<file path="src/rtl/a2d_spi_resp.sv">
// SPI slave answering an A2D-style master: returns the conversion value of the
// channel latched from the previous frame while capturing the next channel address.
module a2d_spi_resp #(
  parameter logic [2:0] INIT_CH = 3'd0
) (
  input  logic        clk,
  input  logic        rst_n,
  input  logic        SS_n,
  input  logic        SCLK,
  input  logic        MOSI,
  output logic        MISO,
  input  logic [11:0] ch_data,
  output logic [2:0]  ch_addr,
  output logic        cmd_vld,
  output logic        frame_err
);

  typedef enum logic {IDLE, SHIFT} state_t;

  state_t      state_q, state_d;
  logic        ss_s1_q, ss_s2_q, ss_s3_q;
  logic        sclk_s1_q, sclk_s2_q, sclk_s3_q;
  logic        mosi_s1_q, mosi_s2_q;
  logic [15:0] shft_q, shft_d;
  logic [15:0] cmd_q, cmd_d;
  logic [4:0]  bit_cnt_q, bit_cnt_d;
  logic        first_fall_q, first_fall_d;
  logic [2:0]  ch_addr_q, ch_addr_d;
  logic        cmd_vld_q, cmd_vld_d;
  logic        frame_err_q, frame_err_d;
  logic        sclk_rise, sclk_fall, ss_fall, ss_rise;

  // Select and clock idle high, so their syncs come out of reset inactive.
  always_ff @(posedge clk or negedge rst_n) begin
    if (!rst_n) begin
      ss_s1_q   <= 1'b1;
      ss_s2_q   <= 1'b1;
      ss_s3_q   <= 1'b1;
      sclk_s1_q <= 1'b1;
      sclk_s2_q <= 1'b1;
      sclk_s3_q <= 1'b1;
      mosi_s1_q <= 1'b0;
      mosi_s2_q <= 1'b0;
    end else begin
      ss_s1_q   <= SS_n;
      ss_s2_q   <= ss_s1_q;
      ss_s3_q   <= ss_s2_q;
      sclk_s1_q <= SCLK;
      sclk_s2_q <= sclk_s1_q;
      sclk_s3_q <= sclk_s2_q;
      mosi_s1_q <= MOSI;
      mosi_s2_q <= mosi_s1_q;
    end
  end

  assign sclk_rise = sclk_s2_q & ~sclk_s3_q;
  assign sclk_fall = ~sclk_s2_q & sclk_s3_q;
  assign ss_fall   = ~ss_s2_q & ss_s3_q;
  assign ss_rise   = ss_s2_q & ~ss_s3_q;

  always_comb begin
    state_d      = state_q;
    shft_d       = shft_q;
    cmd_d        = cmd_q;
    bit_cnt_d    = bit_cnt_q;
    first_fall_d = first_fall_q;
    ch_addr_d    = ch_addr_q;
    cmd_vld_d    = 1'b0;
    frame_err_d  = 1'b0;
    case (state_q)
      IDLE: begin
        if (ss_fall) begin
          state_d      = SHIFT;
          shft_d       = {4'h0, ch_data};
          bit_cnt_d    = 5'd0;
          first_fall_d = 1'b1;
        end
      end
      SHIFT: begin
        if (ss_rise) begin
          state_d = IDLE;
          if (bit_cnt_q == 5'd16) begin
            ch_addr_d = cmd_q[13:11];
            cmd_vld_d = 1'b1;
          end else begin
            frame_err_d = 1'b1;
          end
        end else if (sclk_rise) begin
          cmd_d = (cmd_q << 1) | {15'd0, mosi_s2_q};
          if (bit_cnt_q != 5'd17) bit_cnt_d = bit_cnt_q + 5'd1;
        end else if (sclk_fall) begin
          // The leading fall only parks the clock low; the MSB is already on MISO.
          if (first_fall_q) first_fall_d = 1'b0;
          else              shft_d       = shft_q << 1;
        end
      end
      default: state_d = IDLE;
    endcase
  end

  always_ff @(posedge clk or negedge rst_n) begin
    if (!rst_n) begin
      state_q      <= IDLE;
      shft_q       <= 16'd0;
      cmd_q        <= 16'd0;
      bit_cnt_q    <= 5'd0;
      first_fall_q <= 1'b0;
      ch_addr_q    <= INIT_CH;
      cmd_vld_q    <= 1'b0;
      frame_err_q  <= 1'b0;
    end else begin
      state_q      <= state_d;
      shft_q       <= shft_d;
      cmd_q        <= cmd_d;
      bit_cnt_q    <= bit_cnt_d;
      first_fall_q <= first_fall_d;
      ch_addr_q    <= ch_addr_d;
      cmd_vld_q    <= cmd_vld_d;
      frame_err_q  <= frame_err_d;
    end
  end

  assign MISO      = ~ss_s2_q & shft_q[15];
  assign ch_addr   = ch_addr_q;
  assign cmd_vld   = cmd_vld_q;
  assign frame_err = frame_err_q;

endmodule

</file>
<file path="config.mk">
export PLATFORM = sky130hd
export DESIGN_NAME = a2d_spi_resp
export DESIGN_NICKNAME = d
export VERILOG_FILES = /design/src/rtl/a2d_spi_resp.sv
export SDC_FILE = /design/constraint.sdc
export NUM_CORES = 1
export LEC_CHECK = 0
export CORE_MARGIN = 3
export CORE_UTILIZATION = 55
export CTS_CLUSTER_SIZE = 28
export DETAILED_ROUTE_END_ITERATION = 16
export PLACE_DENSITY = 0.78
export SLEW_MARGIN = 30
export SYNTH_ARGS = -nofsm -noshare
export SYNTH_HDL_FRONTEND = slang
export SYNTH_SLANG_ARGS = --single-unit
</file>
<file path="constraint.sdc">
create_clock -name clk -period 2.05 [get_ports clk]
set_clock_uncertainty 0.15 [all_clocks]
set_input_delay 0.41 -clock clk [delete_from_list [all_inputs] [get_ports clk]]
set_output_delay 0.41 -clock clk [all_outputs]
set_load 0.1 [all_outputs]
</file>
# == Word-level counts from Yosys, hierarchy flattened ==
# Cells that the tools add are included.
# classes
addsub,1
eq_ne,9
n_reduce_logical,5
n_mux,25
n_bitwise,12
# op_table
op,count
$mux W16,5
$pmux W16 S2,1
$mux W5,4
$or A14 B1 Y14,1
$mux W1,12
$pmux W5 S2,1
$ne A2 B2 Y1 const B,4
$reduce_and A4 Y1,2
$ne A2 B1 Y1 const B,3
$not A1 Y1,6
$reduce_and A3 Y1,2
$add A5 B1 Y5 const B,1
$and A1 B1 Y1,5
$eq A5 B5 Y1 const B,1
$ne A5 B5 Y1 const B,1
$reduce_and A5 Y1,1
$pmux W1 S2,2
# word_totals
out_inout_bits,6
wordCells,68
in_bits,17
regBits,50

# == Depth between registers and ports, before layout ==
# Gate-level depths: netlist (run 1).
# logic_depth
depth_word,6
mapped_depth,7
ltp_nobuf,6

# == Worst setup path before layout (run 1) ==
# OpenSTA, ideal clock, no wires.
# synth_timing
kind,register to output
start,reg ss_s2_q
end,out MISO
t_required_ns,1.490
path_slack_ns,-0.130
arrival_time_ns,1.620
path_stages_with_launch,2
n_path_buf,0
cell_sequence,dfstp_2 nor2_1
# synth_via
elab_chain_cells,2
# synth_rtl
item,line,source
from (decl),21,"logic ss_s1_q, ss_s2_q, ss_s3_q;"
from (signal assigned),46,ss_s2_q <= ss_s1_q;
$not A1 Y1,123,assign MISO = ~ss_s2_q & shft_q[15];
$and A1 B1 Y1,123,
to (decl),11,"output logic MISO,"
# No other way between the ends.

# == Final worst setup path (run 1) ==
# layout_timing
start,reg sclk_s2_q
end,reg cmd_q[3]
# layout_via
elab_chain_cells,2
# layout_rtl
item,line,source
from (decl),22,"logic sclk_s1_q, sclk_s2_q, sclk_s3_q;"
from (signal assigned),49,sclk_s2_q <= sclk_s1_q;
$and A1 B1 Y1,56,assign sclk_rise = sclk_s2_q & ~sclk_s3_q;
$reduce_and A3 Y1 (no line),-,
to (signal assigned),114,cmd_q <= cmd_d;
to (decl),25,"logic [15:0] cmd_q, cmd_d;"
# No other way between the ends.
# A chain may end at the register's enable or synchronous reset.

==> summary.md, run 1 <==
| Metric | Value |
|---|---|
| Port buffer count | 22 |
| Synth warn | 0 |
| PwrDens | 959.6 nW/um^2 |
| Post-route ant nets | 0 |
| Cell at the slowest stage of the critical path | sky130_fd_sc_hd__dfstp_2 |
| Global-route wire length before repair | 6127 um |
| Reg-to-reg startpoint | sclk_s2_q |
| Dominant synthesized flop cell | sky130_fd_sc_hd__dfrtp_1 |
| Required arrival time at the worst endpoint | 2.08 ns |
| Critical Setup Path Class | reg2reg |
| Post-synthesis simple-gate area fraction | 10.47% |
| Count of endpoints failing setup in the final report | 0 |
| Proportion of synthesized flip-flops having asynchronous set or reset | 100.0% |
| Kind of cell adding the most delay to the critical path | flip-flops |
| Share of the clock period used by the worst path | 89.18% |
| Seq pwr share | 53.8% |
| Area share of the largest cell type after synthesis | 51.16% |
| Dominant cell type by area after synthesis | sky130_fd_sc_hd__dfrtp_1 |
| Post-synthesis cell type count | 34 |
| Average via count per standard cell | 5.437 |
| Launch point of the critical path | sclk_s2_q |
| Cell Rows | 22 |
| Area added between synthesis and finish | 19.01% |
| Total power draw | 0.002458 W |
| Reg clk slew, reported paths | 0.09 ns |
| Crit Reg-Reg Endpoint | cmd_q[3] |
| Number of diodes | 0 |
| Worst-path cell chain | nand2b_1, or3_1, buf_12, mux2_4 |
| CP startpoint kind | flop |
| Cell depth of the worst setup path | 4 |
| Share of the synthesized netlist area taken by xor and xnor gates | 0.8140% |
| Vias in the first global route | 1367 |
| Combinational power share | 18.9% |
| Worst EP arrival | 1.86 ns |
| Starting Density | 57.91% |
| VDD IR max | 0.5620 mV |
| Share of total power in the clock network | 27.3% |
| Most numerous cell in the Yosys netlist | sky130_fd_sc_hd__dfrtp_1 |
| All-Layer GR Usage | 17.84% |
| Result of the run | finished clean |
| Sum of net half-perimeters after detailed placement | 2527 um |
| Critical path capture point type | flop |
| Number of nets in the final layout | 216 |
| Root Buffer | sky130_fd_sc_hd__clkbuf_8 |
| Synthesized-area fraction occupied by ao, oa, aoi and oai cells | 7.558% |
| Largest net degree at the start of global routing | 32 |
| Residual DRC | 0 |
| Max Buffers Root-to-Sink | 2 |
| Number of buffers inserted to repair setup after CTS | 0 |
| Least-Margin Pin Slew | 0.4904 ns |
| Worst setup endpoint | cmd_q[3] |
| Design internal power | 0.001805 W |
| Number of cells on the worst hold path | 0 |
| Standby leakage power | 1.183 nW |
| Chip Height | 68.55 um |
| TritonCTS clock tree | built |
| Mux cell area share after synthesis | 15.76% |
| Max capacitance violation total | 0 |
| Post-synthesis cell count | 173 |
| Top post-synthesis cells by count | 44 x sky130_fd_sc_hd__dfrtp_1, 14 x sky130_fd_sc_hd__nor2_1, 12 x sky130_fd_sc_hd__a21oi_1, 11 x sky130_fd_sc_hd__mux2i_1 |
| Final hold violations | 0 |
| Largest family of logic cells by synthesized area | multiplexers |
| Flops & latches, synth | 50 |
| Count of flip-flops with a built-in enable after synthesis | 0 |
| Final min period | 1.828 ns |
| Proportion of synthesized chip area in sequential cells | 58.49% |
| Depth of the CTS H-tree | 2 |
| Netlist area before placement | 2152 um^2 |
| Unrepaired setup endpoints after global routing | false |
| Worst path bufs/invs | 1 |
| Max Fclk | 547.0 MHz |
| Adder-cell share of the synthesized area | 1.744% |
| Average size of a mapped cell | 12.44 um^2 |
| Routability cong. | 0.8836 |
| Core region area | 3716 um^2 |
| Number of antenna violations at the first check in global routing | 0 |
| Setup total negative slack | 0 ns |
| Syn nets | 193 |
| Clock Latency Late Sink | 0.30 ns |
| Top cells by area in the synthesized netlist | sky130_fd_sc_hd__dfrtp_1 51%, sky130_fd_sc_hd__dfstp_2 7.3%, sky130_fd_sc_hd__mux2_4 7.0%, sky130_fd_sc_hd__mux2i_1 5.1%, sky130_fd_sc_hd__mux2_2 3.7% |
| Proportion of layout cells with a drive suffix above 1 | 23.86% |
| Register-to-Register Setup Slack | 0.22 ns |
| Drt pass-1 iters | 4 |
| Number of clock buffers inserted by TritonCTS | 5 |
| Fraction of power spent switching nets | 26.55% |
| First-iteration detailed-routing DRC count | 95 |
| Highest net fanout along the worst path | 14 |
| Slew HR | 67.30% |
| Max incr delay on CP | 0.54 ns |
| Top-Level Pins | 23 |
| Num Clock Sinks | 50 |
| Routed WL | 3530 um |
| Total gr overflow | 0 |
| Die outline area | 4699 um^2 |
| WL/cell | 14.41 um |
| Number of slew-limit violations in the final report | 0 |
| Hold/Removal Path Class | reg2reg |
| Die Width | 68.55 um |
| Worst Reg2Reg Path Length in Cells | 4 |
| Net Sw Power | 0.0006525 W |
| Via count | 1332 |
cell families (layout without fill, tap and decap cells):
group,after synthesis,count (layout)
XOR/XNOR,2,2
AND/OR/NAND/NOR,43,43
adder cells (fa/ha/maj),3,3
buffers and inverters,20,44
AO/OA/AOI/OAI,27,27
multiplexers,28,28
flip-flops,50,50
power groups by stage:
stage / sequential [W] / combinational [W] / clock, W
after detailed placement: 0.00134 / 0.000471 / 0
after CTS: 0.00132 / 0.000473 / 0.000686
final: 0.00132 / 0.000464 / 0.000670
after floorplan: 0.00130 / 0.000353 / 0
after global routing: 0.00135 / 0.000531 / 0.000729
after global placement: 0.00132 / 0.000445 / 0
metal layers:
| metal | vias to the layer above | track usage [%] | wire length, um |
|---|---|---|---|
| met5 | - | 0 | 0 |
| met1 | 655 | 22.45 | 1513 |
| met2 | 35 | 28.61 | 1780 |
| met3 | 8 | 6.321 | 174 |
| li1 | 634 | - | - |
| met4 | 0 | 5.955 | 61 |
worst min-delay path by stage:
stage | from | end | slack [ns]
floorplan | rst_n | bit_cnt_q[0] | -0.04
finish | ss_s1_q | ss_s2_q | 0.21
global placement | mosi_s1_q | mosi_s2_q | 0.18
detailed placement | mosi_s1_q | mosi_s2_q | 0.20
global route | ss_s1_q | ss_s2_q | 0.22
CTS | ss_s1_q | ss_s2_q | 0.21
state kept, by name, indices dropped and copies added (netlist names):
signal        cells
cmd_vld           1
first_fall_q      1
frame_err         1
bit_cnt_q         5
mosi_s1_q         1
ss_s2_q           1
sclk_s3_q         1
mosi_s2_q         1
cmd_q            14
ss_s3_q           1
sclk_s2_q         1
ch_addr           3
shft_q           16
ss_s1_q           1
state_q           1
sclk_s1_q         1
metrics by stage:
stage                     instance area (um^2)  util [%]  cells  worst slack, ns  hold slack [ns]
after global placement                    2442     65.72    236           0.2550           0.1825
final                                     2561     68.92    245           0.2218           0.2088
after CTS                                 2561     68.92    245           0.2222           0.2105
after detailed placement                  2442     65.72    236           0.2360           0.1965
after global routing                      2561     68.92    245           0.1081           0.2205
after floorplan                           2155         -    173           0.1773         -0.03559
worst reg2reg max path: stages (launching register included):
cell	delay [ns]
sky130_fd_sc_hd__dfstp_2	0.54
sky130_fd_sc_hd__nand2b_1	0.14
sky130_fd_sc_hd__or3_1	0.40
sky130_fd_sc_hd__buf_12	0.18
sky130_fd_sc_hd__mux2_4	0.30
repair_timing:
action,in CTS,in global routing
resized for setup,0,0
hold endpoints to repair,19,0
hold buffers,1,0
placed cells by master, fill, tap and decap left out, types with 7 or more instances in the layout:
cell type	Yosys	routed
sky130_fd_sc_hd__nand3_1	10	10
sky130_fd_sc_hd__mux2i_1	11	11
sky130_fd_sc_hd__a21oi_1	12	12
sky130_fd_sc_hd__mux2_4	10	10
sky130_fd_sc_hd__nor2_1	14	13
sky130_fd_sc_hd__o21ai_0	10	10
sky130_fd_sc_hd__clkdlybuf4s50_1	0	15
sky130_fd_sc_hd__mux2_2	7	7
sky130_fd_sc_hd__dfrtp_1	44	44
sky130_fd_sc_hd__inv_1	8	8
cell type report:
type	instances	area, um^2
clock buffer	5	68.82
sequential	50	1259
clock inverter	3	40.04
timing repair buffer	27	315.3
inverter	9	33.78
fill	272	1155
multi-input combinational	103	784.5
tap	48	60.06
Power figures use the tool's default switching activity.
==> inputs of run 2 (changes only) <==
--- a/config.mk
+++ b/config.mk
@@ -5,10 +5,11 @@
 export SDC_FILE = /design/constraint.sdc
 export NUM_CORES = 1
 export LEC_CHECK = 0
-export CORE_MARGIN = 3
+export CORE_MARGIN = 5
 export CORE_UTILIZATION = 55
 export CTS_CLUSTER_SIZE = 28
 export DETAILED_ROUTE_END_ITERATION = 16
+export MAX_ROUTING_LAYER = met4
 export PLACE_DENSITY = 0.78
 export SLEW_MARGIN = 30
 export SYNTH_ARGS = -nofsm -noshare
==> run 2 against run 1 <==
Against the previous run: sequential cell count unchanged; clock-buffer cell count up 1; die area up 12%; setup slack worse by 0.015 ns; global-route usage down 1.0 points; core utilization up 1.1 points; combinational power up 4%; register-to-register slack about the same; first-iteration DRC count down 3.2%; critical path depth up 2; largest cell class unchanged; largest power group unchanged; highest routed layer unchanged.
==> summary.md, run 2 (synthesized netlist as in run 1, its figures left out) <==
| Metric | Value |
|---|---|
| Result of the run | finished clean |
| Worst EP arrival | 1.88 ns (+0.02 ns) |
| Worst path bufs/invs | 1 (unchanged) |
| WL/cell | 15.33 um (+6.4%) |
| Number of nets in the final layout | 217 (+0.46%) |
| Fraction of power spent switching nets | 24.98% (-1.6 points) |
| Proportion of layout cells with a drive suffix above 1 | 24.24% (+0.38 points) |
| Setup total negative slack | 0 ns (unchanged) |
| Hold/Removal Path Class | reg2reg |
| Placed Instances | 237 (+0.42%) |
| Total gr overflow | 0 (unchanged) |
| Top Metal Used | met4 |
| Post-route ant nets | 0 (unchanged) |
| Worst-path cell chain | inv_1, ha_1, nand2_1, nor3_1, and3_1, mux2_2 |
| Standby leakage power | 1.202 nW (+1.6%) |
| Net Sw Power | 0.0006561 W (+0.55%) |
| Largest net degree at the start of global routing | 51 (+59%) |
| M1 wire length | 1571 um (+3.8%) |
| PwrDens | 1009 nW/um^2 (+5.2%) |
| Area added between synthesis and finish | 20.93% |
| First-iteration detailed-routing DRC count | 92 (-3.2%) |
| Total power draw | 0.002626 W (+6.9%) |
| Unrepaired setup endpoints after global routing | false |
| Kind of cell adding the most delay to the critical path | simple AND/OR/NAND/NOR gates |
| Via count | 1332 (unchanged) |
| Vias in the first global route | 1458 (+6.7%) |
| Critical Setup Path Class | reg2reg |
| Max incr delay on CP | 0.43 ns (-0.11 ns) |
| Max Fclk | 542.6 MHz (-0.80%) |
| Share of total power in the clock network | 31.5% (+4.2 points) |
| Depth of the CTS H-tree | 2 (unchanged) |
| TritonCTS clock tree | built |
| Reg clk slew, reported paths | 0.09 ns (about the same) |
| Combinational power share | 18.3% (-0.6 points) |
| Top-Level Pins | 23 (unchanged) |
| Number of diodes | 0 (unchanged) |
| Port buffer count | 22 (unchanged) |
| Die Width | 72.55 um (+5.8%) |
| Detailed route wirelength on metal2 | 1968 um (+11%) |
| VDD IR max | 0.7422 mV (+32%) |
| Final core utilization | 70.03% (+1.1 points) |
| Number of buffers inserted to repair setup after CTS | 0 (unchanged) |
| Sum of net half-perimeters after detailed placement | 2534 um (+0.29%) |
| Max capacitance violation total | 0 (unchanged) |
| Seq pwr share | 50.2% (-3.6 points) |
| Final min period | 1.843 ns (+0.01482 ns) |
| Registers with the most flip-flops | shft_q x16, cmd_q x14, bit_cnt_q x5 |
| Global-route wire length before repair | 6548 um (+6.9%) |
| Required arrival time at the worst endpoint | 2.09 ns (about the same) |
| Least-Margin Pin Slew | 0.3529 ns (-0.1375 ns) |
| Number of slew-limit violations in the final report | 0 (unchanged) |
| Count of endpoints failing setup in the final report | 0 (unchanged) |
| Routed WL | 3770 um (+6.8%) |
| Cell Rows | 22 (unchanged) |
| Residual DRC | 0 (unchanged) |
| Chip Height | 72.55 um (+5.8%) |
| Slew HR | 76.47% (+9.2 points) |
| Number of clock buffers inserted by TritonCTS | 5 (unchanged) |
| Cell at the slowest stage of the critical path | sky130_fd_sc_hd__dfrtp_1 |
| Root Buffer | sky130_fd_sc_hd__clkbuf_8 |
| Number of antenna violations at the first check in global routing | 0 (unchanged) |
| Fin cells | 246 (+0.41%) |
| Routability cong. | 0.8895 (+0.67%) |
| Starting Density | 57.91% (unchanged) |
| Highest net fanout along the worst path | 4 (-10) |
| Register-to-Register Setup Slack | 0.21 ns (about the same) |
| Drt pass-1 iters | 4 (unchanged) |
| Most frequent cells in the layout | 44 x sky130_fd_sc_hd__dfrtp_1, 15 x sky130_fd_sc_hd__clkdlybuf4s50_1, 13 x sky130_fd_sc_hd__nor2_1, 12 x sky130_fd_sc_hd__a21oi_1, 11 x sky130_fd_sc_hd__mux2i_1 |
| Clock Latency Late Sink | 0.30 ns (about the same) |
| Average via count per standard cell | 5.415 (-0.41%) |
| Share of the clock period used by the worst path | 89.90% (+0.72 points) |
| CP startpoint kind | flop |
| Design internal power | 0.001970 W (+9.1%) |
| Total placed instance area | 2450 um^2 (+0.31%) |
| Final hold violations | 0 (unchanged) |
| Core region area | 3716 um^2 (unchanged) |
| Register with the most flip-flops | shft_q |
| All-Layer GR Usage | 16.82% (-1.0 points) |
| Num Clock Sinks | 50 (unchanged) |
| Flip-flop count of the largest register, all copies and words added | 16 (unchanged) |
| Met3 wire len | 155 um (-11%) |
| Leading cell type in the layout, fill and taps excluded | sky130_fd_sc_hd__dfrtp_1 |
| Max Buffers Root-to-Sink | 2 (unchanged) |
| Die outline area | 5264 um^2 (+12%) |
| Area of all placed cells without fillers | 2603 um^2 (+1.6%) |
| Critical path capture point type | flop |
==> run 2: worst register-to-register path, delay by kind of cell, from the launching register on <==
kind                       cells  cell delay [ns]
and+or+nand+nor                3             0.51
DFF                            1             0.43
muxes                          1             0.36
adders and majority gates      1             0.16
buffers and inverters          1             0.13
==> run 2: per-layer routing <==
layer	vias up	GRT usage, %
li1	648	-
met1	652	19.31
met2	24	27.96
met3	8	4.709
met4	0	6.352
met5	-	-
==> run 2: final cells by class <==
class                      instances  area, um^2
multi-input combinational        103       784.5
clock buffer                       6       82.58
timing repair buffer              28       322.8
sequential                        50        1259
inverter                           9       33.78
fill                             265        1114
tap                               48       60.06
clock inverter                     2       60.06
==> run 2: what timing repair did <==
item	4_1_cts	5_1_grt
resized for setup	0	0
hold endpoints to repair	44	0
hold buffers	1	0
==> run 2: final timing paths <==
| kind | start | to | depth (start not counted) |
|---|---|---|---|
| max in group asynchronous | rst_n | ss_s1_q | 3 |
| worst max-delay path | bit_cnt_q[1] | ch_addr[1] | 6 |
| min in group asynchronous | rst_n | ch_addr[1] | 3 |
| worst min-delay path | mosi_s1_q | mosi_s2_q | 0 |
| worst max register to register | bit_cnt_q[1] | ch_addr[1] | 6 |
| worst min register to register | mosi_s1_q | mosi_s2_q | 0 |
==> run 2: through the flow <==
step                      worst slack, ns  hold WS, ns
after floorplan                    0.1773     -0.03559
after global placement             0.2508       0.1818
after detailed placement           0.2385       0.1862
after CTS                          0.1995       0.2055
after global routing               0.1055       0.2125
final                              0.2070       0.2026
==> run 2: power by group through the flow <==
stage               combinational [W]  clock, W  sequential (W)
detailed placement           0.000477         0         0.00133
global route                 0.000534  0.000885         0.00134
floorplan                    0.000353         0         0.00130
finish                       0.000481  0.000826         0.00132
CTS                          0.000490  0.000844         0.00132
global placement             0.000448         0         0.00132
